## src/rtl/hdlc_command_decode.sv

```systemverilog
// Assembles 6-byte HDLC command frames, validates header/length/check byte and timeout.
// Define CMD_CRC8_EN to check byte 5 as a CRC-8 (poly 0x07) instead of the modulo-256 sum.
module hdlc_command_decode #(
    parameter logic [7:0] HEADER      = 8'h55,
    parameter int         TIMEOUT_CYC = 20000
) (
    input  logic        clk,
    input  logic        rstn,
    input  logic        s_tvalid,
    input  logic        s_tlast,
    input  logic [7:0]  s_tdata,
    input  logic        cnt_clr,
    output logic        cmd_valid,
    output logic [7:0]  cmd_id,
    output logic [23:0] cmd_param,
    output logic        err_valid,
    output logic [1:0]  err_code,
    output logic [15:0] ok_cnt,
    output logic [15:0] err_cnt
);

    typedef enum logic [1:0] {IDLE, COLLECT, CHECK} state_t;

    localparam logic [15:0] TIMER_LAST = 16'(TIMEOUT_CYC - 1);

    state_t      state, state_nxt;
    logic [1:0]  idx, idx_nxt;
    logic [7:0]  sum, sum_nxt, chk_upd;
    logic [31:0] shadow, shadow_nxt;
    logic [15:0] timer, timer_nxt;
    logic        ok_evt, err_evt;
    logic [1:0]  code_nxt;

`ifdef CMD_CRC8_EN
    function automatic logic [7:0] crc8_step(input logic [7:0] crc, input logic [7:0] data);
        logic [7:0] c;
        c = crc ^ data;
        for (int i = 0; i < 8; i++)
            c = c[7] ? ({c[6:0], 1'b0} ^ 8'h07) : {c[6:0], 1'b0};
        return c;
    endfunction

    assign chk_upd = crc8_step(sum, s_tdata);
`else
    assign chk_upd = sum + s_tdata;
`endif

    // idx counts payload bytes 1..4 as 0..3; the timer counts idle cycles since the last byte
    always_comb begin
        state_nxt  = state;
        idx_nxt    = idx;
        sum_nxt    = sum;
        shadow_nxt = shadow;
        timer_nxt  = timer;
        ok_evt     = 1'b0;
        err_evt    = 1'b0;
        code_nxt   = 2'd0;
        case (state)
            IDLE: begin
                timer_nxt = '0;
                if (s_tvalid) begin
                    if (s_tdata != HEADER) begin
                        err_evt  = 1'b1;
                        code_nxt = 2'd0;
                    end else if (s_tlast) begin
                        err_evt  = 1'b1;
                        code_nxt = 2'd1;
                    end else begin
                        state_nxt = COLLECT;
                        idx_nxt   = '0;
                        sum_nxt   = '0;
                    end
                end
            end
            COLLECT: begin
                if (s_tvalid) begin
                    timer_nxt  = '0;
                    shadow_nxt = {shadow[23:0], s_tdata};
                    sum_nxt    = chk_upd;
                    if (s_tlast) begin
                        err_evt   = 1'b1;
                        code_nxt  = 2'd1;
                        state_nxt = IDLE;
                    end else if (idx == 2'd3) begin
                        state_nxt = CHECK;
                    end else begin
                        idx_nxt = idx + 2'd1;
                    end
                end else if (timer == TIMER_LAST) begin
                    err_evt   = 1'b1;
                    code_nxt  = 2'd3;
                    state_nxt = IDLE;
                    timer_nxt = '0;
                end else begin
                    timer_nxt = timer + 16'd1;
                end
            end
            CHECK: begin
                if (s_tvalid) begin
                    timer_nxt = '0;
                    state_nxt = IDLE;
                    if (!s_tlast) begin
                        err_evt  = 1'b1;
                        code_nxt = 2'd1;
                    end else if (s_tdata != sum) begin
                        err_evt  = 1'b1;
                        code_nxt = 2'd2;
                    end else begin
                        ok_evt = 1'b1;
                    end
                end else if (timer == TIMER_LAST) begin
                    err_evt   = 1'b1;
                    code_nxt  = 2'd3;
                    state_nxt = IDLE;
                    timer_nxt = '0;
                end else begin
                    timer_nxt = timer + 16'd1;
                end
            end
            default: state_nxt = IDLE;
        endcase
    end

    always_ff @(posedge clk or negedge rstn) begin
        if (!rstn) begin
            state     <= IDLE;
            idx       <= '0;
            sum       <= '0;
            shadow    <= '0;
            timer     <= '0;
            cmd_valid <= 1'b0;
            cmd_id    <= '0;
            cmd_param <= '0;
            err_valid <= 1'b0;
            err_code  <= '0;
            ok_cnt    <= '0;
            err_cnt   <= '0;
        end else begin
            state     <= state_nxt;
            idx       <= idx_nxt;
            sum       <= sum_nxt;
            shadow    <= shadow_nxt;
            timer     <= timer_nxt;
            cmd_valid <= ok_evt;
            err_valid <= err_evt;
            if (ok_evt) begin
                cmd_id    <= shadow[31:24];
                cmd_param <= shadow[23:0];
            end
            if (err_evt)
                err_code <= code_nxt;
            // Clear has priority over a coincident increment
            if (cnt_clr)
                ok_cnt <= '0;
            else if (ok_evt && ok_cnt != 16'hFFFF)
                ok_cnt <= ok_cnt + 16'd1;
            if (cnt_clr)
                err_cnt <= '0;
            else if (err_evt && err_cnt != 16'hFFFF)
                err_cnt <= err_cnt + 16'd1;
        end
    end

endmodule

```

## config.mk

```make
export PLATFORM = sky130hd
export DESIGN_NAME = hdlc_command_decode
export DESIGN_NICKNAME = d
export VERILOG_FILES = /design/src/rtl/hdlc_command_decode.sv
export SDC_FILE = /design/constraint.sdc
export NUM_CORES = 1
export LEC_CHECK = 0
export ABC_AREA = 0
export BUFFER_PORTS_ARGS = -buffer_cell sky130_fd_sc_hd__buf_2
export CAP_MARGIN = 20
export CORE_MARGIN = 2
export CORE_UTILIZATION = 52
export CTS_CLUSTER_SIZE = 8
export DETAILED_ROUTE_END_ITERATION = 7
export PLACE_DENSITY = 0.75
export SLEW_MARGIN = 25
export SYNTH_ARGS = -nofsm -noshare
export SYNTH_HDL_FRONTEND = slang
export SYNTH_SLANG_ARGS = --single-unit
```

## constraint.sdc

```tcl
create_clock -name clk -period 2.4 [get_ports clk]
set_clock_uncertainty 0.15 [all_clocks]
set_input_delay 0.24 -clock clk [delete_from_list [all_inputs] [get_ports clk]]
set_output_delay 0.24 -clock clk [all_outputs]
set_load 0.005 [all_outputs]
```

# Word level (Yosys, flattened, before mapping)

Index checks and enable logic that the tools add are counted.
Widths: inputs -> output; s select.

Add/sub/neg operators: 5
Equality and inequality tests: 15
Mux-type cells: 50
Reductions and logical operators: 12

Operators with widths:

| operator              | number |
|---|---|
| $mux 16               | 6 |
| $add 16x1->16 const B | 3 |
| $mux 2                | 19 |
| $mux 8                | 4 |
| $ne 16x16->1 const B  | 2 |
| $pmux 16 s2           | 1 |
| $eq 16x15->1 const B  | 1 |
| $pmux 8 s2            | 1 |
| $mux 1                | 15 |
| $ne 2x2->1 const B    | 6 |
| $pmux 2 s3            | 2 |
| $add 8x8->8           | 1 |
| $ne 8x7->1 const B    | 1 |
| $ne 8x8->1            | 1 |
| $reduce_bool 2->1     | 4 |
| $reduce_and 7->1      | 1 |
| $reduce_and 5->1      | 1 |
| $eq 2x2->1 const B    | 2 |
| $ne 4x4->1 const B    | 1 |
| $pmux 2 s2            | 1 |
| $reduce_and 4->1      | 1 |
| $pmux 1 s3            | 1 |
| $add 2x1->2 const B   | 1 |
| $eq 2x1->1 const B    | 1 |
| other kinds (4)       | 5 |

Bits in registers: 128
Word-level logic and storage cells: 94

# Depth between registers and ports, before layout

Gate-level depths: netlist (run 1).

Word-level depth: 8
Gate-level depth with buffers: 9

# Worst setup path after synthesis (run 1)

Ideal clock, no wire load.

Kind: register to register
Start: register sum[2]
End: register ok_cnt[11]
Data arrival time: 2.369 ns
Slack: -0.251 ns
Stages on the path, launching flop included: 8
Buffers on the path: 0
Clock period less this slack: 2.651 ns
Path through: dfrtp_1 ha_1 nor4_2 nand4_2 a211oi_1 or3b_2 xor2_1 nor2_1

Word-level cells in the longest chain between the ends: 7

Ends and longest elaborated chain:

| element                            | RTL line | source |
|---|---|---|
| start: declaration                 | 28       | `logic [7:0] sum, sum_nxt, chk_upd;` |
| start signal: assignment           | 141      | `sum <= sum_nxt;` |
| $ne 8x8->1                         | 105      | `end else if (s_tdata != sum) begin` |
| $mux 1                             | 105      |  |
| $mux 1                             | 102      | `if (!s_tlast) begin` |
| $mux 1                             | 99       | `if (s_tvalid) begin` |
| $mux 1                             | 58       | `case (state)` |
| $logic_and 1x1->1                  | 155      | `else if (ok_evt && ok_cnt != 16'hFFFF)` |
| $reduce_bool 2->1 (no source line) | -        |  |
| end signal: assignment             | 156      | `ok_cnt <= ok_cnt + 16'd1;` |
| end: declaration                   | 18       | `output logic [15:0] ok_cnt,` |

Every way passes these cells.
A chain may end at the register's enable or synchronous reset.

# Worst setup path after layout (run 1)

Start: register sum[6]
End: register ok_cnt[11]

The elaborated chain is that of the path after synthesis.

==> metrics.md, run 1 <==
| Metric | Value |
|---|---|
| DP Area | `0.007133 mm^2` |
| Routability cong. | `0.8677` |
| DRT Pass-1 Iters | `7` |
| Routed via count | `4945` |
| # IOs | `81` |
| GRT Residual Overflow | `0` |
| Vias in the first global route | `4983` |
| Final Slew Violations | `0` |
| Site Rows | `39` |
| Relative slew slack | `55.96%` |
| Die Ht | `112.4 um` |
| Tot GR Track Use | `24.51%` |
| R2r startpoint | `sum[6]` |
| Register bit count reported by yosys | `128` |
| Synth top area share | `52.41%` |
| Largest stage delay, worst path | `0.41 ns` |
| Slew at the pin with the worst max-slew slack | `0.6545 ns` |
| Tcrit/Tclk final | `102.0%` |
| Mux cell area share after synthesis | `12.98%` |
| Reg2Reg Setup Slack | `-0.05 ns` |
| Layout cell share with drive strength beyond 1 | `40.49%` |
| Htree depth | `4` |
| Yosys warnings | `0` |
| Die ar. | `0.01264 mm^2` |
| Cell Area, Synth | `0.006112 mm^2` |
| Status | `finished, violations left` |
| Cells on Worst Hold Path | `3` |
| Xor/xnor share of the synthesized area | `4.012%` |
| Core area | `0.01147 mm^2` |
| Final worst-path setup slack | `-0.04787 ns` |
| CP Capture Type | `register` |
| Clock transition at path regs | `0.06 ns` |
| Crit start category | `register` |
| Fin area | `0.008009 mm^2` |
| HP Class | `in2reg` |
| Finish-stage setup viols | `6` |
| Starting Density | `53.30%` |
| Via density | `5.873` |
| Initial antenna violation count | `0` |
| Cell total after placement | `805` |
| Post-Syn Instances | `543` |
| Crit Path Class | `reg2reg` |
| Latest clock arrival within the worst-skew pair | `0.42 ns` |
| Max Cap Viol | `0` |
| Root cell of the clock tree | `clkbuf_16` |
| Ys flop type | `dfrtp_1` |
| Total Routed Length | `15.04 mm` |
| Setup Slack @ Placement | `-0.1207 ns` |
| Final Non-Filler Cells | `842` |
| Maximum vdd drop | `0.6471 mV` |
| Die width | `112.4 um` |
| Endpoint with the worst hold slack | `shadow[7]` |
| Simple-Gate Fraction of Synth Area | `16.21%` |
| Max Root-Sink Buffers | `2` |
| Slowest-stage cell, CP | `dfrtp_1` |
| Nets@finish | `717` |
| Post-DRT Antenna Nets | `0` |
| Post-synthesis sequential area ratio | `52.41%` |
| Fmax | `408.5 MHz` |
| Min Clock Period, post-route | `2.448 ns` |
| Area leader, netlist | `dfrtp_1` |
| Post-Route Setup TNS | `-0.1842 ns` |
| R2r endpoint | `ok_cnt[11]` |
| Fin util | `69.84%` |
| Post-synth EDFFs | `0` |
| Failing checks | `negative setup slack` |
| Power Density | `975.2 mW/mm^2` |
| RSZ-0062 raised after global routing | `yes` |
| Global-route wire length before repair | `24.45 mm` |
| Register-to-Register Path Depth | `8` |
| Clock sinks | `128` |
| Critical Path RT | `2.55 ns` |
| Avg Synthesized Cell Area | `11.26 um^2` |
| Critical path peak fanout | `4` |
| Post-Synth Adder-Cell Area | `3.398%` |
| Initial DRC count | `442` |
| CTS buffer count | `17` |
| Compound-cell area share of the yosys netlist | `8.659%` |
| Port buffer count | `80` |
| Most common cell after layout, fill and taps aside | `dfrtp_1` |
| Synth unique cells | `63` |
| Largest family of logic cells by synthesized area | `simple AND/OR/NAND/NOR gates` |
| Pin count of the biggest net entering global routing | `47` |
| Hold Fails Final Rpt | `0` |
| Ant. Diodes | `0` |
| Hold Startpoint | `s_tdata[7]` |
| Commonest cells after routing, fill and taps aside | `128 x dfrtp_1, 79 x buf_2, 66 x mux2_2` |
| Area Overhead vs Synth | `31.03%` |
| Syn Nets | `572` |
| TritonCTS clock tree | `built` |
| Wire length per cell | `17.86 um` |
| DRC errors left | `0` |
| Asr flop ratio synth | `100.0%` |
| Crit path arrival time | `2.60 ns` |
| Worst-path cell chain | `ha_4, nor4_4, buf_4, nand4_4, a211oi_4, or3b_4, xor2_1, nor2_1` |
| Lkg Pwr | `3.884 nW` |
| Dominant cells by area after synthesis | `dfrtp_1 52%, mux2_2 12%, o21ai_0 3.2%` |
| Dpl hpwl | `9.791 mm` |
[layout make-up]
type / instances / area, um^2
fill: 798 / 3458
sequential: 128 / 3203
multi-input combinational: 382 / 2992
timing repair buffer: 145 / 959.7
clock buffer: 19 / 432.9
clock inverter: 11 / 190.2
tap: 143 / 178.9
inverter: 14 / 52.55
[worst max path at each step]
stage | startpoint | slack, ns | endpoint
after CTS | sum[6] | -0.009 | err_cnt[13]
after global routing | sum[6] | -0.14 | ok_cnt[11]
after global placement | s_tdata[6] | -0.1 | err_cnt[13]
after floorplan | timer[0] | -0.07 | err_cnt[15]
final | sum[6] | -0.05 | ok_cnt[11]
after detailed placement | s_tdata[6] | -0.12 | err_cnt[15]
[logic make-up after synthesis]
| family | Yosys count |
|---|---|
| xor gates and xnor gates | 28 |
| buffers and inverters | 33 |
| adders and majority gates | 16 |
| and+or+nand+nor | 181 |
| DFF | 128 |
| AOI/OAI and AO/OA | 87 |
| muxes | 70 |
[metrics by stage]
stage / hold WS (ns) / power, mW
after floorplan: -0.2056 / 4.140
after global placement: 0.1419 / 4.750
after detailed placement: 0.1486 / 4.876
after CTS: 0.05206 / 7.759
after global routing: 0.07091 / 8.205
final: 0.06294 / 7.810
[state kept, by name (all words and copies together) (netlist names)]
register and flops:
err_cnt 16, err_valid 1, sum 8, idx 2
state 2, err_code 2, shadow 32, cmd_param 24
cmd_valid 1, cmd_id 8, ok_cnt 16, timer 16
[layer usage]
metal | share of wire, % | GRT usage (%) | vias up
met1 | 42 | 30.12 | 2471
met2 | 51 | 41.20 | 190
met5 | 0 | 0 | -
met3 | 4.9 | 6.263 | 32
met4 | 2.3 | 10.65 | 0
li1 | - | - | 2252
[synth_stat cells, drive strengths merged (2+ instances only)]
cell type and number:
inv 14, mux2i 2, or2 3, a31oi 4, nand3b 2, nand3 22, o31ai 7, and3 7
nor4 6, clkbuf 16, o21ai 39, dfrtp 128, and4 2, a211oi 2, a21o 2, or3 6
nand4 21, nand2 37, o22ai 4, xnor2 8, or3b 2, xor2 20, nor2 44, ha 15
or4 3, nand4b 2, mux2 68, nor2b 5, nor3 10, a21oi 18, buf 3, nand2b 2
and2 2
[worst max-delay path, delay by kind of cell, from the launching register on]
family	cells	cell delay, ns
DFF	1	0.41
buffers and inverters	1	0.17
adders and majority gates	1	0.24
and+or+nand+nor	4	0.93
AOI/OAI and AO/OA	1	0.30
xor gates and xnor gates	1	0.14
[repair_timing]
action                     CTS  global route
setup endpoints to repair   21            30
hold endpoints to repair    44             0
gates resized for setup     11            23
setup buffers                4             2
hold buffers                 2             0
pin swaps                   10            15
[power by group]
part	switching (mW)	internal, mW	leakage (nW)	total [mW]
sequential	0.297	2.57	1.71	2.86
combinational	1.11	1.09	1.87	2.20
clock	0.921	1.83	0.303	2.75
total	2.33	5.48	3.88	7.81
(Power assumes the default switching activity.)
==> run 2: changes to the inputs <==
--- a/config.mk
+++ b/config.mk
@@ -8,6 +8,7 @@
 export ABC_AREA = 0
 export BUFFER_PORTS_ARGS = -buffer_cell sky130_fd_sc_hd__buf_2
 export CAP_MARGIN = 20
+export CORE_ASPECT_RATIO = 1.4
 export CORE_MARGIN = 2
 export CORE_UTILIZATION = 52
 export CTS_CLUSTER_SIZE = 8
==> metrics.md, run 2 (same netlist as run 1, synthesis figures left out) <==
| Metric | Value |
|---|---|
| Status | `finished, violations left (unchanged)` |
| Failing checks | `negative setup slack (unchanged)` |
| Worst-path cell chain | `ha_4, nor4_4, buf_4, nand4b_1, a221o_1, nand2_4, or3_4, mux2_4 (was ha_4, nor4_4, buf_4, nand4_4, a211oi_4, or3b_4, xor2_1, nor2_1)` |
| Tot GR Track Use | `24.37% (was 24.51%)` |
| Post-Route Setup TNS | `-0.3609 ns (was -0.1842 ns)` |
| RSZ-0062 raised after global routing | `yes (unchanged)` |
| Tcrit/Tclk final | `103.0% (was 102.0%)` |
| Final Slew Violations | `0 (unchanged)` |
| Port buffer count | `80 (unchanged)` |
| Initial antenna violation count | `0 (unchanged)` |
| Multi-input logic area | `0.002933 mm^2 (was 0.002992 mm^2)` |
| DRC errors left | `0 (unchanged)` |
| DRT Pass-1 Iters | `5 (was 7)` |
| Sequential share of power | `37.9% (was 36.7%)` |
| Area Overhead vs Synth | `29.70% (was 31.03%)` |
| Worst hold slack | `0.02444 ns (was 0.06294 ns)` |
| Htree depth | `4 (unchanged)` |
| Max Root-Sink Buffers | `2 (unchanged)` |
| Starting Density | `53.63% (was 53.30%)` |
| Pint | `5.200 mW (was 5.485 mW)` |
| Slew at the pin with the worst max-slew slack | `0.5651 ns (was 0.6545 ns)` |
| Final worst-path setup slack | `-0.07138 ns (was -0.04787 ns)` |
| Slowest-stage cell, CP | `dfrtp_1 (unchanged)` |
| HP Class | `in2reg (unchanged)` |
| Commonest cells after routing, fill and taps aside | `128 x dfrtp_1, 79 x buf_2, 66 x mux2_2 (unchanged)` |
| Reg area | `0.003203 mm^2 (unchanged)` |
| Fmax | `404.6 MHz (was 408.5 MHz)` |
| Ant. Diodes | `0 (unchanged)` |
| # IOs | `81 (unchanged)` |
| Relative slew slack | `62.04% (was 55.96%)` |
| Max reg flops | `32 (unchanged)` |
| Finish-stage setup viols | `17 (was 6)` |
| Dpl hpwl | `9.674 mm (was 9.791 mm)` |
| Die ar. | `0.01265 mm^2 (was 0.01264 mm^2)` |
| Core area | `0.01140 mm^2 (was 0.01147 mm^2)` |
| Max Cap Viol | `0 (unchanged)` |
| Sw frac | `31.24% (was 29.78%)` |
| Most flops, register | `shadow (unchanged)` |
| Via density | `5.752 (was 5.873)` |
| Latest clock arrival within the worst-skew pair | `0.42 ns (about the same)` |
| Clock power frac | `33.5% (was 35.2%)` |
| Pin count of the biggest net entering global routing | `47 (unchanged)` |
| Fillcell total | `794 (was 798)` |
| Global-route wire length before repair | `24.35 mm (was 24.45 mm)` |
| GRT Residual Overflow | `0 (unchanged)` |
| Layout cell share with drive strength beyond 1 | `39.71% (was 40.49%)` |
| Die width | `95.63 um (was 112.4 um)` |
| Critical path's top delay family | `simple AND/OR/NAND/NOR gates (unchanged)` |
| Min Clock Period, post-route | `2.471 ns (was 2.448 ns)` |
| Critical Path RT | `2.54 ns (was 2.55 ns)` |
| Crit start category | `register (unchanged)` |
| Critical path peak fanout | `8 (was 4)` |
| Net Switching | `2.363 mW (was 2.326 mW)` |
| Power Density | `954.0 mW/mm^2 (was 975.2 mW/mm^2)` |
| Nets@finish | `717 (unchanged)` |
| Most common cell after layout, fill and taps aside | `dfrtp_1 (unchanged)` |
| CTS buffer count | `17 (unchanged)` |
| Clock sinks | `128 (unchanged)` |
| Crit path buf inv count | `1 (unchanged)` |
| Largest registers | `shadow: 32 flops, cmd_param: 24 flops (unchanged)` |
| Total Routed Length | `14.84 mm (was 15.04 mm)` |
| Die Ht | `132.3 um (was 112.4 um)` |
| Lkg Pwr | `3.860 nW (was 3.884 nW)` |
| Largest stage delay, worst path | `0.42 ns (was 0.41 ns)` |
| Setup Slack @ Placement | `-0.1354 ns (was -0.1207 ns)` |
| Clock transition at path regs | `0.06 ns (about the same)` |
| TritonCTS clock tree | `built (unchanged)` |
| Routability cong. | `0.8928 (was 0.8677)` |
| Maximum vdd drop | `0.6145 mV (was 0.6471 mV)` |
| Post-DRT Antenna Nets | `0 (unchanged)` |
| Site Rows | `46 (was 39)` |
| Initial DRC count | `303 (was 442)` |
| Combinational fraction of design power | `28.5% (was 28.2%)` |
| Crit path arrival time | `2.62 ns (was 2.60 ns)` |
| CP Capture Type | `register (unchanged)` |
| Vias in the first global route | `4925 (was 4983)` |
| Wire length per cell | `17.59 um (was 17.86 um)` |
| Hold Fails Final Rpt | `0 (unchanged)` |
| Crit Path Class | `reg2reg (unchanged)` |
| Routed via count | `4855 (was 4945)` |
| Root cell of the clock tree | `clkbuf_16 (unchanged)` |
[run 2: final cells by class]
class | instances | share of cell area (%)
clock inverter | 12 | 1.705
clock buffer | 19 | 5.713
timing repair buffer | 145 | 12.25
inverter | 14 | 0.6629
sequential | 128 | 40.40
tap | 144 | 2.273
multi-input combinational | 382 | 36.99
[run 2: worst register-to-register path, stage by stage, from the launching register on]
cell and delay (ns):
dfrtp_1 0.42, ha_4 0.24, nor4_4 0.26, buf_4 0.17, nand4b_1 0.12, a221o_1 0.42
nand2_4 0.15, or3_4 0.13, mux2_4 0.29
[run 2: path summary, 6_finish.rpt]
check                      slack (ns)           to  depth (start not counted)        from
min reg2reg                      0.34    timer[15]                          1   timer[15]
max reg2reg                     -0.07  err_cnt[13]                          8      sum[6]
max                             -0.07  err_cnt[13]                          8      sum[6]
min                              0.02    shadow[1]                          2  s_tdata[1]
max in group asynchronous        1.24     timer[8]                          3        rstn
min in group asynchronous        0.21   shadow[30]                          2        rstn
[run 2: timing repair]
| item | in CTS | in global routing |
|---|---|---|
| gates resized for setup | 9 | 11 |
| pin swaps | 6 | 8 |
| gates cloned | 0 | 1 |
| buffers inserted | 3 | 6 |
| setup endpoints to repair | 18 | 33 |
| hold endpoints to repair | 40 | 0 |
| hold buffers | 2 | 0 |
[run 2: power by group through the flow]
stage                     Sequential [mW]  Combinational [mW]  Clock, mW
after floorplan                      2.80                1.34          0
after global placement               2.83                1.89          0
after detailed placement             2.87                2.00          0
after CTS                            2.85                2.10       2.57
after global routing                 2.93                2.37       2.68
final                                2.87                2.16       2.53
[run 2: stage by stage]
| stage | cells | cell area (um^2) | util [%] | total power, mW |
|---|---|---|---|---|
| after floorplan | 543 | 6168 | - | 4.140 |
| after global routing | 844 | 7928 | 69.57 | 7.976 |
| final | 844 | 7928 | 69.57 | 7.563 |
| after global placement | 802 | 7104 | 62.34 | 4.722 |
| after detailed placement | 802 | 7104 | 62.34 | 4.864 |
| after CTS | 838 | 7815 | 68.58 | 7.520 |
[run 2: routing by layer]
layer  global-route usage [%]  vias up  share of wire [%]
met5                        0        -                  0
li1                         -     2252                  -
met4                    7.381        0                1.2
met3                    5.546       20                3.4
met1                    29.58     2471                 40
met2                    42.42      112                 56
